## src/rtl/minute_hour_counter.sv

```systemverilog
// Minutes/hours BCD time-of-day counter with a RUN/SET FSM, synchronised and debounced set buttons.
// Supports 24-hour display or 12-hour display with a PM flag.
module minute_hour_counter #(
   parameter int MODE_24H        = 1,
   parameter int DEBOUNCE_CYCLES = 500000
) (
   input  logic       clock_sig,
   input  logic       reset_sig,
   input  logic       sec_wrap_sig,
   input  logic       set_mode_sig,
   input  logic       inc_min_sig,
   input  logic       inc_hour_sig,
   output logic [3:0] min_ones,
   output logic [3:0] min_tens,
   output logic [3:0] hour_ones,
   output logic [3:0] hour_tens,
   output logic       pm_sig,
   output logic       day_wrap_sig,
   output logic       set_active_sig
);

   localparam int            CW      = (DEBOUNCE_CYCLES > 1) ? $clog2(DEBOUNCE_CYCLES) : 1;
   localparam logic [CW-1:0] CNT_MAX = CW'(DEBOUNCE_CYCLES - 1);
   localparam logic [3:0]    HT_RST  = (MODE_24H != 0) ? 4'd0 : 4'd1;
   localparam logic [3:0]    HO_RST  = (MODE_24H != 0) ? 4'd0 : 4'd2;

   typedef enum logic {RUN, SET} state_t;

   state_t        state;
   logic [2:0]    meta;
   logic [2:0]    sync;          // {inc_hour, inc_min, set_mode}
   logic [1:0]    btn;
   logic [1:0]    db;
   logic [1:0]    strobe;
   logic [CW-1:0] cnt [2];
   logic          run;
   logic          min_max;
   logic          min_adv;
   logic          hour_adv;
   logic          day_end;
   logic          pm_next;
   logic [3:0]    hr_tens_next;
   logic [3:0]    hr_ones_next;

   always_ff @(posedge clock_sig or negedge reset_sig) begin
      if (!reset_sig) begin
         meta <= '0;
         sync <= '0;
      end else begin
         meta <= {inc_hour_sig, inc_min_sig, set_mode_sig};
         sync <= meta;
      end
   end

   assign btn = sync[2:1];

   // The strobe fires on the same edge the debounced level rises, so it lasts exactly one cycle.
   always_ff @(posedge clock_sig or negedge reset_sig) begin
      if (!reset_sig) begin
         db     <= '0;
         strobe <= '0;
         for (int unsigned i = 0; i < 2; i++) cnt[i] <= '0;
      end else begin
         for (int unsigned i = 0; i < 2; i++) begin
            strobe[i] <= 1'b0;
            if (btn[i] != db[i]) begin
               if (cnt[i] == CNT_MAX) begin
                  db[i]     <= btn[i];
                  cnt[i]    <= '0;
                  strobe[i] <= btn[i];
               end else begin
                  cnt[i] <= cnt[i] + CW'(1);
               end
            end else begin
               cnt[i] <= '0;
            end
         end
      end
   end

   always_ff @(posedge clock_sig or negedge reset_sig) begin
      if (!reset_sig) begin
         state          <= RUN;
         set_active_sig <= 1'b0;
      end else begin
         state          <= sync[0] ? SET : RUN;
         set_active_sig <= sync[0];
      end
   end

   assign run      = (state == RUN);
   assign min_max  = (min_tens == 4'd5) && (min_ones == 4'd9);
   assign min_adv  = run ? sec_wrap_sig : strobe[0];
   assign hour_adv = run ? (min_adv & min_max) : strobe[1];

   always_comb begin
      hr_tens_next = hour_tens;
      hr_ones_next = hour_ones + 4'd1;
      pm_next      = pm_sig;
      day_end      = 1'b0;
      if (MODE_24H != 0) begin
         if (hour_tens == 4'd2 && hour_ones == 4'd3) begin
            hr_tens_next = '0;
            hr_ones_next = '0;
            day_end      = 1'b1;
         end else if (hour_ones == 4'd9) begin
            hr_tens_next = hour_tens + 4'd1;
            hr_ones_next = '0;
         end
      end else begin
         if (hour_tens == 4'd1 && hour_ones == 4'd2) begin
            hr_tens_next = 4'd0;
            hr_ones_next = 4'd1;
         end else if (hour_tens == 4'd1 && hour_ones == 4'd1) begin
            hr_tens_next = 4'd1;
            hr_ones_next = 4'd2;
            pm_next      = ~pm_sig;
            day_end      = pm_sig;
         end else if (hour_ones == 4'd9) begin
            hr_tens_next = 4'd1;
            hr_ones_next = '0;
         end
      end
   end

   always_ff @(posedge clock_sig or negedge reset_sig) begin
      if (!reset_sig) begin
         min_ones     <= '0;
         min_tens     <= '0;
         hour_ones    <= HO_RST;
         hour_tens    <= HT_RST;
         pm_sig       <= 1'b0;
         day_wrap_sig <= 1'b0;
      end else begin
         if (min_adv) begin
            if (min_ones == 4'd9) begin
               min_ones <= '0;
               min_tens <= (min_tens == 4'd5) ? 4'd0 : min_tens + 4'd1;
            end else begin
               min_ones <= min_ones + 4'd1;
            end
         end
         if (hour_adv) begin
            hour_tens <= hr_tens_next;
            hour_ones <= hr_ones_next;
            pm_sig    <= pm_next;
         end
         day_wrap_sig <= run & hour_adv & day_end;
      end
   end

endmodule

```

## config.mk

```make
export PLATFORM = sky130hd
export DESIGN_NAME = minute_hour_counter
export DESIGN_NICKNAME = d
export VERILOG_FILES = /design/src/rtl/minute_hour_counter.sv
export SDC_FILE = /design/constraint.sdc
export NUM_CORES = 1
export LEC_CHECK = 0
export CAP_MARGIN = 20
export CORE_MARGIN = 8
export CORE_UTILIZATION = 47
export CTS_BUF_LIST = sky130_fd_sc_hd__clkbuf_8
export DETAILED_ROUTE_END_ITERATION = 8
export GPL_ROUTABILITY_DRIVEN = 0
export HOLD_SLACK_MARGIN = 0.03
export PLACE_DENSITY = 0.69
export RECOVER_POWER = 100
export SETUP_SLACK_MARGIN = 0.2
export SKIP_LAST_GASP = 1
export SLEW_MARGIN = 20
export SYNTH_ARGS = -nofsm -noshare
export SYNTH_HDL_FRONTEND = slang
export SYNTH_SLANG_ARGS = --single-unit
```

## constraint.sdc

```tcl
create_clock -name clock_sig -period 1.85 [get_ports clock_sig]
set_clock_uncertainty 0.05 [all_clocks]
set_input_delay 0.2775 -clock clock_sig [delete_from_list [all_inputs] [get_ports clock_sig]]
set_output_delay 0.2775 -clock clock_sig [all_outputs]
set_load 0.05 [all_outputs]
```

Word level (Yosys, flattened, before mapping)
Index checks and enable logic that the tools add are counted.

Flip-flop bits (word level): 67. Output and inout port bits: 19.

Bitwise gates (word level): 4. Reduce and logical (&&, ||, !) cells: 7. Equal/unequal tests: 9. Mux-type cells: 18. Add/sub/neg operators: 6.

Operator list (number): two-way mux 19 bit (4); adder 19 x 1 -> 19 bit, second input constant (2); equality test 19 bit, second input constant (2); two-way mux 4 bit (6); adder 4 x 1 -> 4 bit, second input constant (4); equality test 4 x 2 -> 1 bit, second input constant (2); equality test 4 bit, second input constant (2); two-way mux 1 bit (8); AND reduction 2 bit (4); equality test 4 x 3 -> 1 bit, second input constant (1); AND 1 bit (3); logical AND 1 bit (2); inequality test 1 bit (2); nonzero test 2 bit (1); inverter 1 bit (1).

Depth between registers and ports, before layout
Depth after elaboration: 6. Depth in mapped cells: 7. Depth with buffers taken out: 6.

Worst setup path after synthesis
No wires, ideal clock.

Kind: register -> register. From: register hour_ones[0]. To: register hour_tens[2]. Period minus slack after synthesis: 2353 ps. Library setup time: 125 ps. Buffers on the path: 0. Slack: -503 ps. Cell stages (with the launch flop): 6. Data arrival time: 2178 ps. Data required time: 1675 ps. Cell sequence: dfrtp_1 > ha_1 > or4b_4 > o22a_2 > a211oi_2 > mux2_2.

Word-level cells in the longest chain between the ends: 4. Elaborated cells between the ends (all ways): 6.

Ends and longest elaborated chain: start: declaration (RTL line 15) `output logic [3:0] hour_ones,`; start signal: assignment (RTL line 145) `hour_ones <= hr_ones_next;`; equality test 4 x 2 -> 1 bit (RTL line 102) `if (hour_tens == 4'd2 && hour_ones == 4'd3) begin`; logical AND 1 bit (RTL line 102); nonzero test 2 bit (no source line); AND reduction 2 bit (no source line); end signal: assignment (RTL line 144) `hour_tens <= hr_tens_next;`; end: declaration (RTL line 16) `output logic [3:0] hour_tens,`.

Several ways; a longest one is shown, not always the timed one. A chain may end at the register's enable or synchronous reset.

Worst setup path after layout
Ends and elaborated chain as after synthesis.

==> results.py <==
metrics = {
    "status": {
        "outcome": "finished, violations left",
        "violations": "setup timing",
    },
    "hold_path": {
        "hp-class": "flop to flop",
        "hp-start": "meta[0]",
        "hold_depth": 0,
        "hold_path_end": "sync[0]",
    },
    "setup_path": {
        "start_kind": "flop",
        "r2r_cells": 5,
        "path_class": "flop to flop",
        "end_kind": "flop",
        "cp_max_fo": 5,
        "required_ns": 2.01,
        "timing.rr.end": "hour_tens[2]",
        "r2r-start": "hour_ones[0]",
        "critPathArrivalTime_ns": 2.08,
        "r2r_setup_slack_ns": -0.06,
    },
    "yosys": {
        "ys_async_sr_fraction_pct": 100,
        "yosys-mux-area-fraction_pct": 3.17,
        "synth_cell_types": 45,
        "synth-main-ff-cell": "dfrtp_1",
        "synth_cells": 299,
        "yosys.area_share.simple_pct": 23.1,
        "synthXorXnorAreaFrac_pct": 9.44,
        "avgSynthCellArea_sq_um": 10.5,
        "synth_area_sq_um": 3150,
        "synth_area_leaders": "dfrtp_1 (52%), xnor2_1 (5.3%), nor2_1 (4.8%), xor2_1 (4.2%), nand3_1 (3.0%)",
        "syn-num-nets": 311,
        "netlist.area_leader.share_pct": 52.4,
        "synth_edf_count": 0,
        "ys_ff_latch": 66,
        "synth_compound_area_share_pct": 6.98,
        "synth_most_common_cell": "dfrtp_1",
        "synth_top_cell_by_area": "dfrtp_1",
        "yosysSeqAreaShare_pct": 52.4,
        "synthAdderAreaFrac_pct": 2.38,
        "synth_top_family_by_area": "simple AND/OR/NAND/NOR gates",
        "synth_common_cells": "dfrtp_1 (66), nor2_1 (40), nand3_1 (19), xnor2_1 (19), nand2_1 (17)",
        "yosysWarnings": 0,
    },
    "finish": {
        "area_delta_synth_final_pct": 29.6,
        "num_antenna_cells": 0,
        "fill_cells": 530,
        "multi_input_area_sq_um": 1630,
        "design_area_sq_um": 4090,
        "instances_no_fill": 459,
        "drive_gt1_share_pct": 33.8,
        "fin_nets": 386,
        "regArea_sq_um": 1670,
    },
    "detailed_routing": {
        "drc_errors": 0,
        "wl_per_cell_um": 14.3,
        "firstDrtPassIters": 4,
        "drt-total-wl_mm": 6.57,
        "viasPerCell": 5.38,
        "antenna_left": 0,
        "vias": 2469,
        "drt_iter0_drc": 102,
    },
    "sta": {
        "drv_slew": 0,
        "hold_ws_ns": 0.307,
        "finalCriticalPeriod_ns": 1.91,
        "worst_slew_pin_slew_ns": 0.878,
        "setup_ws_ns": -0.0646,
        "rsz0062_at_grt": "yes",
        "post-route-period-util_pct": 103,
        "setup_viol": 4,
        "finalSetupTns_ns": -0.124,
        "hold_viol_final": 0,
        "max_freq_mhz": 522,
        "relSlewSlack_pct": 41.5,
    },
    "die": {
        "die_w_um": 97.9,
        "start_util_pct": 47.5,
        "dieArea_sq_um": 9590,
        "fp.coreArea_sq_um": 6640,
        "std_cell_rows": 30,
        "die_h_um": 97.9,
        "io_pins": 25,
    },
    "run": {
        "maxCapViolCount": 0,
    },
    "cts": {
        "htreeDepth": 3,
        "clock_latency_ns": 0.33,
        "path_clk_slew_ns": 0.07,
        "clock_path_buffers": 2,
        "cts_num_sinks": 66,
        "cts_root_buf": "clkbuf_8",
        "tritoncts": "built",
        "cts_made_buffers": 9,
    },
    "global_routing": {
        "track_usage_pct": 13.7,
        "grt_max_degree": 67,
        "antenna_found_initial": 0,
        "grt_pass1_vias": 2426,
        "overflow": 0,
        "grt_first_pass_wirelength_mm": 10.8,
    },
    "placed_design": {
        "io_buffers": 23,
        "place_area_sq_um": 3690,
        "place_hpwl_mm": 4.28,
        "place_inst": 425,
    },
    "pwr": {
        "vdd_drop_max_uv": 466,
        "total_power_mw": 3.26,
        "p_leak_nw": 1.68,
        "power_density_nw_per_um2": 797,
    },
}
critical path, cell delays in order (launching register included):
cell      delay (ns)
dfrtp_2         0.39
ha_4            0.13
or4b_4          0.46
o22a_4          0.27
a211oi_4        0.19
mux2_4          0.32
cell usage in the layout (no fill, tap or decap), drive strengths merged, types with 5 or more instances in the layout:
master	Yosys	routed
a21oi	8	8
and3	7	7
buf	5	42
clkbuf	2	32
dfrtp	66	66
ha	6	6
inv	10	12
mux2	8	8
nand2	17	17
nand3	19	19
nand4	13	13
nor2	40	40
nor3	6	6
nor4	6	6
o21ai	6	6
o31ai	5	5
or4	5	5
xnor2	19	19
xor2	15	15
metrics by stage:
stage          util, %  setup slack [ns]
3_5_place_dp      55.6            -0.123
2_1_floorplan        -            -0.309
5_1_grt           61.5            -0.104
6_report          61.5           -0.0646
3_3_place_gp      55.6           -0.0646
4_1_cts           60.9           -0.0717
registers in the layout, summed over array words and instances, names as in the netlist:
signal,count
meta,3
cnt,38
day_wrap_sig,1
hour_tens,4
min_tens,4
set_active_sig,1
hour_ones,4
strobe,2
db,2
min_ones,4
sync,3
report_power, final:
| group | switching [mW] | leakage [nW] | internal [mW] |
|---|---|---|---|
| combinational | 0.411 | 0.743 | 0.182 |
| sequential | 0.0685 | 0.853 | 1.53 |
| clock | 0.570 | 0.0822 | 0.494 |
| total | 1.05 | 1.68 | 2.21 |
how the worst max path moves through the flow:
stage                  from      endpoint  slack (ns)
3_5_place_dp   hour_ones[0]  hour_tens[2]       -0.12
4_1_cts        hour_ones[0]  hour_tens[2]       -0.07
2_1_floorplan  hour_ones[0]  hour_tens[2]       -0.31
5_1_grt        hour_ones[0]  hour_tens[3]       -0.10
6_report       hour_ones[0]  hour_tens[2]       -0.06
3_3_place_gp   hour_ones[0]  hour_tens[2]       -0.06
cells by family (layout without fill, tap and decap cells):
kind of cell,after synthesis,in the layout
compound gates,30,30
xor+xnor,34,34
fa+ha+maj,6,6
buf+inv,17,97
flops,66,66
mux,9,9
other cells,1,1
simple gates,136,136
cell type report:
type                    count  area share [%]
flip-flops and latches     66            40.8
multi-input cells         216            39.9
clock inverters             7            1.32
clock buffers               9            3.03
repair buffers             71            11.7
inverters                  10           0.918
well taps                  80            2.45
layer usage:
| layer | global-route usage (%) | vias up | share of wire (%) |
|---|---|---|---|
| met4 | 7.07 | 0 | 1.6 |
| met3 | 3.56 | 10 | 5.0 |
| met1 | 16.6 | 1203 | 46 |
| met5 | 0 | - | 0 |
| li1 | - | 1207 | - |
| met2 | 22.0 | 49 | 47 |
timing repair:
item / 4_1_cts / 5_1_grt
hold endpoints to repair: 66 / 0
gates cloned: 0 / 1
endpoints found under the setup margin: 48 / 48
buffers inserted: 10 / 6
resized for setup: 23 / 38
pin swaps: 13 / 18
hold buffers: 1 / 0
Power figures use the tool's default switching activity.
